<file path="src/rtl/nibble_serial_addsub_ctrl_pkg.sv">
// nibble_serial_addsub_ctrl_pkg: shared state encoding and ALU op constants
package nibble_serial_addsub_ctrl_pkg;

    typedef enum logic [1:0] {
        ST_IDLE = 2'd0,
        ST_RUN  = 2'd1,
        ST_DONE = 2'd2
    } state_t;

    localparam logic OP_ADD = 1'b0;
    localparam logic OP_SUB = 1'b1;

endpackage

</file>
<file path="src/rtl/nibble_serial_addsub_ctrl_adder_4bit.sv">
// adder_4bit: shared 4-bit add/sub slice, mode=1 inverts b for subtraction
module adder_4bit (
    input  logic [3:0] a,
    input  logic [3:0] b,
    input  logic       cin,
    input  logic       mode,
    output logic [3:0] s,
    output logic       cout
);

    logic [3:0] bm;

    assign bm        = mode ? ~b : b;
    assign {cout, s} = {1'b0, a} + {1'b0, bm} + {4'b0, cin};

endmodule

</file>
<file path="src/rtl/nibble_serial_addsub_ctrl.sv">
// nibble_serial_addsub_ctrl: WIDTH-bit add/sub run one nibble per clock through a shared 4-bit slice
module nibble_serial_addsub_ctrl
    import nibble_serial_addsub_ctrl_pkg::*;
#(
    parameter int WIDTH = 16
) (
    input  logic             clk,
    input  logic             rst,
    input  logic             start,
    input  logic             op,
    input  logic [WIDTH-1:0] a,
    input  logic [WIDTH-1:0] b,
    output logic             busy,
    output logic             done,
    output logic [WIDTH-1:0] result,
    output logic             cout,
    output logic             overflow,
    output logic             zero
);

    localparam int NIBBLES = WIDTH / 4;
    localparam int IW      = $clog2(NIBBLES);

    state_t           state, state_n;
    logic [WIDTH-1:0] a_q, b_q, res_n;
    logic             op_q, carry, sc, accept, last, ov_n;
    logic [IW-1:0]    idx;
    logic [3:0]       s;

    adder_4bit u_slice (
        .a    (a_q[{idx, 2'b00} +: 4]),
        .b    (b_q[{idx, 2'b00} +: 4]),
        .cin  (carry),
        .mode (op_q),
        .s    (s),
        .cout (sc)
    );

    assign busy   = state == ST_RUN;
    assign done   = state == ST_DONE;
    assign accept = start && state != ST_RUN;
    assign last   = idx == IW'(NIBBLES - 1);

    always_comb begin
        state_n = state;
        case (state)
            ST_IDLE: state_n = accept ? ST_RUN : ST_IDLE;
            ST_RUN:  state_n = last ? ST_DONE : ST_RUN;
            ST_DONE: state_n = accept ? ST_RUN : ST_IDLE;
            default: state_n = ST_IDLE;
        endcase
    end

    // merged result with the current nibble, so final flags see the full word
    always_comb begin
        res_n = result;
        res_n[{idx, 2'b00} +: 4] = s;
        ov_n = (op_q == OP_SUB ? a_q[WIDTH-1] != b_q[WIDTH-1] : a_q[WIDTH-1] == b_q[WIDTH-1])
               && res_n[WIDTH-1] != a_q[WIDTH-1];
    end

    always_ff @(posedge clk) begin
        if (rst)
            state <= ST_IDLE;
        else
            state <= state_n;
    end

    always_ff @(posedge clk) begin
        if (rst) begin
            a_q      <= '0;
            b_q      <= '0;
            op_q     <= 1'b0;
            idx      <= '0;
            carry    <= 1'b0;
            result   <= '0;
            cout     <= 1'b0;
            overflow <= 1'b0;
            zero     <= 1'b0;
        end else if (accept) begin
            a_q      <= a;
            b_q      <= b;
            op_q     <= op;
            idx      <= '0;
            carry    <= op;
            result   <= '0;
            cout     <= 1'b0;
            overflow <= 1'b0;
            zero     <= 1'b0;
        end else if (state == ST_RUN) begin
            result <= res_n;
            carry  <= sc;
            idx    <= idx + 1'b1;
            if (last) begin
                cout     <= sc;
                overflow <= ov_n;
                zero     <= res_n == '0;
            end
        end
    end

endmodule
</file>
<file path="config.mk">
export PLATFORM = sky130hd
export DESIGN_NAME = nibble_serial_addsub_ctrl
export DESIGN_NICKNAME = d
export VERILOG_FILES = /design/src/rtl/nibble_serial_addsub_ctrl_pkg.sv /design/src/rtl/nibble_serial_addsub_ctrl_adder_4bit.sv /design/src/rtl/nibble_serial_addsub_ctrl.sv
export SDC_FILE = /design/constraint.sdc
export NUM_CORES = 1
export LEC_CHECK = 0
export CAP_MARGIN = 20
export CORE_MARGIN = 4
export CORE_UTILIZATION = 45
export DETAILED_ROUTE_END_ITERATION = 7
export PLACE_DENSITY = 0.82
export SLEW_MARGIN = 20
export SYNTH_ARGS = -nofsm -noshare
export SYNTH_HDL_FRONTEND = slang
export SYNTH_HIERARCHICAL = 1
export SYNTH_SLANG_ARGS = --single-unit
</file>
<file path="constraint.sdc">
create_clock -name clk -period 3.3 [get_ports clk]
set_input_delay 0.33 -clock clk [delete_from_list [all_inputs] [get_ports clk]]
set_output_delay 0.33 -clock clk [all_outputs]
set_load 0.01 [all_outputs]
</file>
-- Yosys cells after proc, flatten, opt, wreduce, memory -nomap -nowiden
Index checks and enable logic that the tools add are counted.
- add/subtract/negate cells: 4
- eq/ne operators: 7
- shift-type cells: 4
- multiplexer cells: 8
- bitwise operators: 1
- reductions and logical operators: 8
- operators by type and width (kind ; count):
    $shiftx 16x5->4 ; 2
    $bwmux 16 ; 1
    $logic_not 16->1 ; 1
    $shift 4x6->16 const A ; 1
    $shiftx 4x6->16 ; 1
    $neg 4->6 ; 1
    $add 4x4->5 ; 1
    $add 5x1->5 ; 1
    $eq 2x2->1 const B ; 2
    $mux 1 ; 4
    $mux 4 ; 1
    $not 4->4 ; 1
    $pmux 2 s2 ; 1
    $reduce_or 2->1 ; 2
    $add 2x1->2 const B ; 1
    $eq 2x1->1 const B ; 1
    $logic_and 1x1->1 ; 2
    $logic_not 2->1 ; 1
    $mux 2 ; 1
    $ne 1x1->1 ; 2
    $ne 2x1->1 const B ; 1
    $reduce_and 2->1 ; 1
    $reduce_bool 2->1 ; 1
    $eq 1x1->1 ; 1
- register bits: 57
- input port bits: 36
- output and inout port bits: 21
- logic and storage cells: 42

-- Longest topological paths before layout
Gate-level depths: netlist (run 1).
- depth in word-level cells: 9
- depth in mapped cells: 12
- depth with buffers taken out: 10

-- Modules after synthesis
Netlist (run 1), hierarchy kept.
- by module, submodules not included (module ; times used ; cells an instance ; area each (um^2) ; sequential area each (um^2)):
    nibble_serial_addsub_ctrl ; 1 ; 282 ; 2459.9 ; 1141.1
    adder_4bit ; 1 ; 20 ; 176.4 ; 0.0

-- Least setup slack after synthesis (run 1)
No wires, ideal clock.
- kind: register -> register
- start: register idx[0]
- end: register zero
- setup time: 0.088 ns
- arrival: 3.244 ns
- required time: 3.212 ns
- path slack: -0.032 ns
- stages on the path, launching flop included: 13
- buffers on the path: 2
- clock period less this slack: 3.332 ns
- cell sequence: dfxtp_1 -> buf_2 -> buf_2 -> mux4_2 -> xnor2_1 -> fa_1 -> inv_1 -> fa_1 -> xor2_1 -> or3_1 -> a31oi_1 -> o2111ai_1 -> o32ai_2
- longest elaborated chain between the ends: 8
- elaborated cells between the ends (all ways): 13
- those cells by class: add/sub (3); eq/ne (1); shift (4); mux (2); bitwise (1); reduce/logical (2)
- ends and longest elaborated chain (item ; line ; text):
    from (decl) ; nibble_serial_addsub_ctrl.sv:27 ; logic [IW-1:0] idx;
    from (signal assigned) ; nibble_serial_addsub_ctrl.sv:93 ; idx <= idx + 1'b1;
    $shiftx 16x5->4 ; nibble_serial_addsub_ctrl.sv:32 ; .b (b_q[{idx, 2'b00} +: 4]),
    $not 4->4 ; nibble_serial_addsub_ctrl_adder_4bit.sv:13 ; assign bm = mode ? ~b : b;
    $mux 4 ; nibble_serial_addsub_ctrl_adder_4bit.sv:13 ;
    $add 4x4->5 * ; nibble_serial_addsub_ctrl_adder_4bit.sv:14 ; assign {cout, s} = {1'b0, a} + {1'b0, bm} + {4'b0, cin};
    $add 5x1->5 * ; nibble_serial_addsub_ctrl_adder_4bit.sv:14 ;
    net s[2] ; nibble_serial_addsub_ctrl.sv:28 ; logic [3:0] s;
    $shiftx 4x6->16 * ; nibble_serial_addsub_ctrl.sv:57 ; res_n[{idx, 2'b00} +: 4] = s;
    $bwmux 16 * ; nibble_serial_addsub_ctrl.sv:57 ;
    $logic_not 16->1 * ; nibble_serial_addsub_ctrl.sv:97 ; zero <= res_n == '0;
    to (signal assigned) ; nibble_serial_addsub_ctrl.sv:79 ; zero <= 1'b0;
    to (signal assigned) ; nibble_serial_addsub_ctrl.sv:89 ; zero <= 1'b0;
    to (signal assigned) ; nibble_serial_addsub_ctrl.sv:97 ;
    to (decl) ; nibble_serial_addsub_ctrl.sv:18 ; output logic zero
Mark *: on every way through the listed nets, which the timed path passes. The rest lies on a longest branch.
A chain may end at the register's enable or synchronous reset.

-- Worst setup path after layout (run 1)
Ends and elaborated chain as after synthesis.

==> metrics, run 1 <==
first-pass GRT wire length=10200 µm; switching pwr=446 µW; Final WS setup=0.157 ns; RSZ-0062 raised after global routing=no; GRT overflow=0; Area growth syn-to-layout=31.3%; Area after DPL=0.00326 mm²; PwrDens=479 mW/mm²; vias in the first global route=2231; CTS sink count=57; startpoint types=register; Hold Path Class=reg2reg; # diodes=0; Lkg Pwr=1.33 nW; Slew headroom=0.470; part of the power in registers=0.445; hpwl dp=4590 µm; root buf cell=clkbuf_8; Setup Viol. Count Final=0; share of layout cells above drive strength 1=0.0964; total number of vias=2320; CTS Buffer Depth=2; power share of the clock group=0.397; Seq/Total Area, Yosys=0.433; postcts setup bufs=0; min-delay src=cout; kind of critical path=reg2reg; Power Internal=1.21 mW; # IOs=57; detailed-route DRC error count=0; CP arrival=3.39 ns; WL/cell=14.2 µm; CTS tree=yes; final wirelength=6170 µm; crit path time final=3.14 ns; mux share of post-synthesis cell area=0.0802; Placed Cells incl. Taps=419; H-tree levels=3; met1 Usage GRT=0.221; synth unique cells=44; GRT Util Overall=0.176; simple-gate portion of the synthesized area=0.210; fmax=318 MHz; Adder-Cell Fraction of Synth Area=0.0532; Req. time, crit path=3.55 ns; initial DRC count=125; die area=0.00715 mm²; Sw Ratio=0.269; Die X=84.5 µm; Clock Latency Late Sink=0.34 ns; Max Clock Skew=0.0111 ns; Cells after Synth=302; fin cells=435; Max Cap Viol=0; met2 Track Usage GR=0.285; post-cts resize count=0; Synth Flop Type=dfxtp_1; Placement Setup Slack=0.174 ns; Core ar.=0.00561 mm²; initial antenna violation count=0; Mapped Area=0.00264 mm²; final design utilization=0.617; CTS Buf Count=9; gpl congestion=0.835; Combinational Power Share=0.158; actual slew at the worst max-slew pin=0.794 ns; maximum vdd drop=307 µV; Critical R2R Capture=zero; cts hold-fix bufs=0; flop-to-flop setup slack=0.16 ns; NumNets Final=404; die height=84.5 µm; CP endpoint=zero; Post-synth EDFFs=0; r2r startpoint=idx[0]; Most Crowded Layer GR=met2; largest family of logic cells by synthesized area=simple AND/OR/NAND/NOR gates; largest net degree at the start of global routing=39; met3 Usage GRT=0.0334; status=finished, final reports clean; Initial Util=0.470; Mapped Avg Cell Area=8.73 µm²; Warnings, synthesis=6; compound-cell area share of the yosys netlist=0.155; Reg clk slew, reported paths=0.07 ns; post-route setup TNS=0 ns; CP Max Fanout=5; Tcrit/Tclk final=0.952; Worst Setup SP=idx[0]; fraction of registers with async set/reset=0; # port buffers=56; syn nets=348; worst-case reg-to-reg path depth=11; DR pass1 iterations=4; Vias per Instance=5.33; crit end category=register; Design Area, Final=0.00346 mm²; Rows=27; xor and xnor fraction of the mapped netlist area=0.0233; max-slew violations=0; Final Hold Fails=0; antenna-violating nets left=0; FF+latch count, synth=57
==> cell families after synthesis <==
group / count (synthesis)
muxes: 11
and+or+nand+nor: 124
AOI/OAI and AO/OA: 66
DFF: 57
adders and majority gates: 10
buffers and inverters: 27
xor gates and xnor gates: 7
==> power groups by stage <==
stage | clock, mW | combinational [mW] | sequential, mW
floorplan | 0 | 0.168 | 0.747
global placement | 0 | 0.254 | 0.753
detailed placement | 0 | 0.260 | 0.754
CTS | 0.668 | 0.262 | 0.739
global route | 0.702 | 0.286 | 0.742
finish | 0.659 | 0.262 | 0.739
==> per-stage QoR <==
| stage | total power [mW] | hold WS (ns) |
|---|---|---|
| after floorplan | 0.916 | 0.433 |
| after global placement | 1.01 | 0.443 |
| after detailed placement | 1.01 | 0.445 |
| after CTS | 1.67 | 0.455 |
| after global routing | 1.73 | 0.492 |
| final | 1.66 | 0.453 |
==> worst max-delay path, stage by stage, from the launching register on <==
cell	delay, ns
dfxtp_1	0.38
buf_4	0.17
mux4_2	0.49
inv_1	0.09
fa_1	0.20
inv_1	0.07
fa_1	0.40
xor2_1	0.24
or3_1	0.42
a2bb2oi_1	0.17
o2111ai_1	0.15
o32ai_2	0.27
==> layer usage <==
layer | share of wire | routed length (µm)
met1 | 0.44 | 2710
met2 | 0.48 | 2940
met4 | 0.023 | 142
met3 | 0.060 | 371
met5 | 0 | 0
==> final cells by class <==
type	instances	area, µm²
multi-input cells	218	1380
fillers	499	2150
clock buffers	11	141
repair buffers	63	613
clock inverters	5	63.8
flip-flops and latches	57	1140
well taps	72	90.1
inverters	9	36.3
==> cell usage after synthesis, types with 2 or more instances <==
| library cell | count | share of area |
|---|---|---|
| nand2_1 | 76 | 0.11 |
| dfxtp_1 | 57 | 0.43 |
| a21oi_1 | 39 | 0.074 |
| nor2_1 | 23 | 0.033 |
| a22oi_1 | 16 | 0.046 |
| clkbuf_1 | 10 | 0.014 |
| ha_1 | 8 | 0.038 |
| mux4_2 | 8 | 0.068 |
| inv_1 | 7 | 0.010 |
| buf_2 | 6 | 0.011 |
| xor2_1 | 5 | 0.017 |
| nor2b_1 | 4 | 0.0095 |
| a211oi_1 | 2 | 0.0057 |
| a21o_1 | 2 | 0.0057 |
| a31oi_1 | 2 | 0.0047 |
| and2_1 | 2 | 0.0047 |
| and4_1 | 2 | 0.0066 |
| fa_1 | 2 | 0.015 |
| mux2i_1 | 2 | 0.0076 |
| nand2b_1 | 2 | 0.0047 |
| nand3_1 | 2 | 0.0038 |
| nand3b_1 | 2 | 0.0057 |
| xnor2_1 | 2 | 0.0066 |
==> how the worst min path moves through the flow <==
stage	end	slack [ns]	cells past startpoint
final	cout	0.45	2
after floorplan	a_q[10]	0.43	2
after global placement	a_q[1]	0.44	2
after CTS	b_q[8]	0.45	2
after global routing	b_q[13]	0.49	2
after detailed placement	b_q[8]	0.45	2
==> sequential cells by signal, summed over array words and instances, names as in the netlist <==
register	flops
cout	1
b_q	16
overflow	1
op_q	1
state	2
a_q	16
carry	1
idx	2
zero	1
result	16
==> cell usage in the layout (no fill, tap or decap), types with 2 or more instances in the layout <==
master	n
nand3b_1	2
nor2b_1	4
mux4_2	8
and2_1	2
clkdlybuf4s50_1	56
ha_1	8
mux2i_1	2
nor2_1	23
xnor2_1	2
a21o_1	2
nand2b_1	2
buf_4	7
a211oi_1	2
nand3_1	2
nand2_1	76
clkbuf_8	10
and4_1	2
a31oi_1	2
clkinv_4	2
inv_1	7
dfxtp_1	57
a22oi_1	16
a21oi_1	39
xor2_1	5
fa_1	2
Power figures use the tool's default switching activity.
==> run 2, diff against run 1 <==
--- a/config.mk
+++ b/config.mk
@@ -6,10 +6,13 @@
 export NUM_CORES = 1
 export LEC_CHECK = 0
 export CAP_MARGIN = 20
+export CELL_PAD_IN_SITES_DETAIL_PLACEMENT = 0
+export CELL_PAD_IN_SITES_GLOBAL_PLACEMENT = 1
 export CORE_MARGIN = 4
-export CORE_UTILIZATION = 45
+export CORE_UTILIZATION = 34
+export CTS_CLUSTER_DIAMETER = 200
 export DETAILED_ROUTE_END_ITERATION = 7
-export PLACE_DENSITY = 0.82
+export PLACE_DENSITY = 0.83
 export SLEW_MARGIN = 20
 export SYNTH_ARGS = -nofsm -noshare
 export SYNTH_HDL_FRONTEND = slang
==> metrics, run 2 (synthesized netlist as in run 1, its figures left out) <==
status=finished, final reports clean (unchanged); Initial Util=0.356 (was 0.470); most common cell after layout, fill and taps aside=nand2_1 (unchanged); Final Power=1.71 mW (was 1.66 mW); CTS tree=yes (unchanged); actual slew at the worst max-slew pin=0.856 ns (was 0.794 ns); # port buffers=56 (unchanged); Power Internal=1.27 mW (was 1.21 mW); H-tree levels=3 (unchanged); GRT Util Overall=0.159 (was 0.176); total number of vias=2276 (was 2320); CP arrival=3.33 ns (was 3.39 ns); first-pass GRT wire length=11100 µm (was 10200 µm); fill count=716 (was 499); Placed Cells incl. Taps=447 (was 419); share of layout cells above drive strength 1=0.110 (was 0.0964); antenna-violating nets left=0 (unchanged); CP Max Fanout=7 (was 5); die height=96.1 µm (was 84.5 µm); crit path time final=3.08 ns (was 3.14 ns); Area growth syn-to-layout=33.9% (was 31.3%); GRT overflow=0 (unchanged); NumNets Final=405 (was 404); Combinational Power Share=0.160 (was 0.158); Setup Viol. Count Final=0 (unchanged); startpoint types=register (unchanged); fmax=324 MHz (was 318 MHz); Final Hold Fails=0 (unchanged); detailed-route DRC error count=0 (unchanged); Rows=31 (was 27); max-slew violations=0 (unchanged); Req. time, crit path=3.54 ns (was 3.55 ns); Clock Latency Late Sink=0.34 ns (about the same); fin cells=463 (was 435); Largest regs=a_q x16, b_q x16, result x16 (unchanged); part of the power in registers=0.432 (was 0.445); Core ar.=0.00741 mm² (was 0.00561 mm²); die area=0.00923 mm² (was 0.00715 mm²); kind of critical path=reg2reg (unchanged); gpl congestion=0.857 (was 0.835); Hold Path Class=reg2reg (unchanged); Max Clock Skew=0.00681 ns (was 0.0111 ns); Reg area=0.00114 mm² (about the same); # diodes=0 (unchanged); Reg clk slew, reported paths=0.06 ns (was 0.07 ns); Die X=96.1 µm (was 84.5 µm); Max Cap Viol=0 (unchanged); # IOs=57 (unchanged); hpwl dp=4970 µm (was 4590 µm); power share of the clock group=0.408 (was 0.397); CTS Buf Count=9 (unchanged); root buf cell=clkbuf_8 (unchanged); initial antenna violation count=0 (unchanged); largest net degree at the start of global routing=38 (was 39); Lkg Pwr=1.34 nW (was 1.33 nW); most frequent cells in the layout=nand2_1 (76), dfxtp_1 (56), clkdlybuf4s50_1 (56) (was nand2_1 (76), dfxtp_1 (57), clkdlybuf4s50_1 (56)); CTS sink count=57 (unchanged); initial DRC count=86 (was 125); Vias per Instance=4.92 (was 5.33); PwrDens=485 mW/mm² (was 479 mW/mm²); CTS Buffer Depth=2 (unchanged); final wirelength=6670 µm (was 6170 µm); Slew headroom=0.430 (was 0.470); Hold WS=0.456 ns (was 0.453 ns); switching pwr=444 µW (was 446 µW); maximum vdd drop=249 µV (was 307 µV); Tcrit/Tclk final=0.934 (was 0.952); post-route setup TNS=0 ns (unchanged); DR pass1 iterations=4 (unchanged); Multi-input gate area=0.00139 mm² (was 0.00138 mm²); vias in the first global route=2246 (was 2231); final design utilization=0.477 (was 0.617); cts hold-fix bufs=0 (unchanged); crit end category=register (unchanged); RSZ-0062 raised after global routing=no (unchanged); Sw Ratio=0.260 (was 0.269); WL/cell=14.4 µm (was 14.2 µm)
[run 2: area by class of cell]
cell class	count	area share
clock inverter	6	0.0234
multi-input combinational	218	0.395
inverter	9	0.0103
tap	99	0.0351
clock buffer	10	0.0361
sequential	57	0.324
timing repair buffer	64	0.177
[run 2: metrics by stage]
| stage | setup WS (ns) | instance area [µm²] |
|---|---|---|
| final | 0.217 | 3530 |
| after global routing | 0.0170 | 3530 |
| after CTS | 0.0732 | 3510 |
| after detailed placement | 0.103 | 3300 |
| after global placement | 0.268 | 3300 |
| after floorplan | 0.0419 | 2640 |
[run 2: final timing paths]
kind / depth (start not counted) / slack, ns / startpoint / endpoint
min: 2 / 0.46 / b_q[14] / b_q[14]
min reg2reg: 2 / 0.46 / b_q[14] / b_q[14]
max reg2reg: 11 / 0.22 / idx[0] / zero
max: 11 / 0.22 / idx[0] / zero
[run 2: power by group through the flow]
stage	Clock [mW]	Sequential [mW]	Combinational, mW
2_1_floorplan	0	0.747	0.168
3_3_place_gp	0	0.753	0.262
3_5_place_dp	0	0.755	0.270
4_1_cts	0.712	0.739	0.272
5_1_grt	0.742	0.742	0.305
6_report	0.698	0.739	0.275
[run 2: what timing repair did]
item                                    CTS  global route
setup buffers                             0             0
endpoints found under the setup margin    0             1
resized for setup                         0             5
[run 2: critical path: stages, from the launching register on]
cell       delay (ns)
dfxtp_2          0.36
buf_6            0.15
mux4_2           0.49
inv_1            0.10
fa_1             0.20
inv_1            0.06
fa_2             0.37
xor2_2           0.22
or3_1            0.42
a31oi_1          0.17
o2111ai_1        0.17
o32ai_2          0.28
[run 2: layer usage]
layer | global-route usage | wire (µm) | vias up
li1 | - | - | 1159
met1 | 0.193 | 2980 | 1039
met2 | 0.266 | 3220 | 68
met3 | 0.0500 | 402 | 10
met4 | 0.0521 | 70 | 0
met5 | 0 | 0 | -
==> run 3, diff against run 2 <==
--- a/config.mk
+++ b/config.mk
@@ -8,6 +8,7 @@
 export CAP_MARGIN = 20
 export CELL_PAD_IN_SITES_DETAIL_PLACEMENT = 0
 export CELL_PAD_IN_SITES_GLOBAL_PLACEMENT = 1
+export CORE_ASPECT_RATIO = 1.25
 export CORE_MARGIN = 4
 export CORE_UTILIZATION = 34
 export CTS_CLUSTER_DIAMETER = 200
==> metrics, run 3 (synthesized netlist as in run 1, its figures left out) <==
crit path time final=3.10 ns (was 3.08 ns); # diodes=0 (unchanged); share of layout cells above drive strength 1=0.0964 (was 0.110); Area after DPL=0.00329 mm² (was 0.00330 mm²); maximum vdd drop=207 µV (was 249 µV); vias in the first global route=2353 (was 2246); Max Clock Skew=0.0100 ns (was 0.00681 ns); Reg area=0.00114 mm² (unchanged); final wirelength=6630 µm (was 6670 µm); Power Internal=1.13 mW (was 1.27 mW); CP Max Fanout=5 (was 7); Hold Path Class=reg2reg (unchanged); largest net degree at the start of global routing=39 (was 38); Combinational Power Share=0.171 (was 0.160); Rows=35 (was 31); CTS Buf Count=9 (unchanged); fin cells=455 (was 463); NumNets Final=405 (unchanged); power share of the clock group=0.358 (was 0.408); hpwl dp=4950 µm (was 4970 µm); max-slew violations=0 (unchanged); gpl congestion=0.895 (was 0.857); CTS sink count=57 (unchanged); Setup Viol. Count Final=0 (unchanged); RSZ-0062 raised after global routing=no (unchanged); switching pwr=437 µW (was 444 µW); Reg clk slew, reported paths=0.07 ns (was 0.06 ns); status=finished, final reports clean (unchanged); Max Cap Viol=0 (unchanged); die area=0.00924 mm² (was 0.00923 mm²); WL/cell=14.6 µm (was 14.4 µm); postcts setup bufs=0 (unchanged); # IOs=57 (unchanged); die height=106 µm (was 96.1 µm); GRT Util Overall=0.158 (was 0.159); detailed-route DRC error count=0 (unchanged); actual slew at the worst max-slew pin=0.879 ns (was 0.856 ns); Placed Cells incl. Taps=440 (was 447); Initial Util=0.354 (was 0.356); initial antenna violation count=0 (unchanged); Tcrit/Tclk final=0.938 (was 0.934); H-tree levels=3 (unchanged); DR pass1 iterations=4 (unchanged); first-pass GRT wire length=11200 µm (was 11100 µm); Design Area, Final=0.00345 mm² (was 0.00353 mm²); root buf cell=clkbuf_8 (unchanged); Final Hold Fails=0 (unchanged); Req. time, crit path=3.54 ns (about the same); Vias per Instance=5.10 (was 4.92); PwrDens=454 mW/mm² (was 485 mW/mm²); post-route setup TNS=0 ns (unchanged); crit end category=register (unchanged); part of the power in registers=0.472 (was 0.432); startpoint types=register (unchanged); Die X=86.8 µm (was 96.1 µm); GRT overflow=0 (unchanged); Multi-input gate area=0.00138 mm² (was 0.00139 mm²); # port buffers=56 (unchanged); CTS Buffer Depth=2 (unchanged); CTS tree=yes (unchanged); Clock Latency Late Sink=0.33 ns (was 0.34 ns); Sw Ratio=0.279 (was 0.260); antenna-violating nets left=0 (unchanged); Slew headroom=0.414 (was 0.430); initial DRC count=108 (was 86); Lkg Pwr=1.32 nW (was 1.34 nW); CP arrival=3.33 ns (about the same); fmax=323 MHz (was 324 MHz); most common cell after layout, fill and taps aside=nand2_1 (unchanged); Core ar.=0.00744 mm² (was 0.00741 mm²); Largest regs=a_q x16, b_q x16, result x16 (unchanged); total number of vias=2322 (was 2276); kind of critical path=reg2reg (unchanged); Area growth syn-to-layout=31.0% (was 33.9%); fill count=784 (was 716); most frequent cells in the layout=nand2_1 (76), dfxtp_1 (56), clkdlybuf4s50_1 (56) (unchanged)
[run 3: metrics by stage]
stage	utilization	power [mW]	setup WS [ns]	hold WS [ns]
floorplan	-	0.916	0.0419	0.433
global placement	0.442	1.02	0.225	0.444
detailed placement	0.442	1.02	0.136	0.449
CTS	0.464	1.58	0.116	0.458
global route	0.464	1.65	0.000143	0.482
finish	0.464	1.57	0.203	0.455
[run 3: path summary, 6_finish.rpt]
check,from,to,slack (ns),cells past startpoint
setup reg to reg,idx[0],zero,0.20,10
hold / removal,a_q[4],a_q[4],0.45,2
setup / recovery,idx[0],zero,0.20,10
hold reg to reg,a_q[4],a_q[4],0.45,2
[run 3: power groups by stage]
stage / clock network [mW] / logic, mW / registers, mW
finish: 0.560 / 0.268 / 0.739
global route: 0.604 / 0.301 / 0.743
CTS: 0.573 / 0.270 / 0.739
detailed placement: 0 / 0.269 / 0.755
global placement: 0 / 0.265 / 0.754
floorplan: 0 / 0.168 / 0.747
[run 3: worst max-delay path, stage by stage, from the launching register on]
cell       delay [ns]
dfxtp_2          0.38
mux4_2           0.52
xnor2_1          0.18
fa_1             0.21
inv_1            0.06
fa_1             0.40
xor2_1           0.24
or3_1            0.43
a2bb2oi_1        0.16
o2111ai_1        0.14
o32ai_2          0.27
[run 3: routing by layer]
metal | track usage | vias to the layer above | part of all wire
met5 | 0 | - | 0
met4 | 0.0846 | 0 | 0.022
met3 | 0.0295 | 12 | 0.045
met2 | 0.272 | 65 | 0.51
met1 | 0.181 | 1098 | 0.43
li1 | - | 1147 | -
[run 3: layout make-up]
type / instances / share of cell area
clock buffer: 12 / 0.0420
inverter: 9 / 0.0105
clock inverter: 3 / 0.00507
multi-input combinational: 218 / 0.399
sequential: 57 / 0.331
tap: 92 / 0.0333
timing repair buffer: 64 / 0.180
[run 3: repair_timing]
item | CTS | global route
endpoints found under the setup margin | 0 | 1
gates resized for setup | 0 | 1
hold buffers | 0 | 0
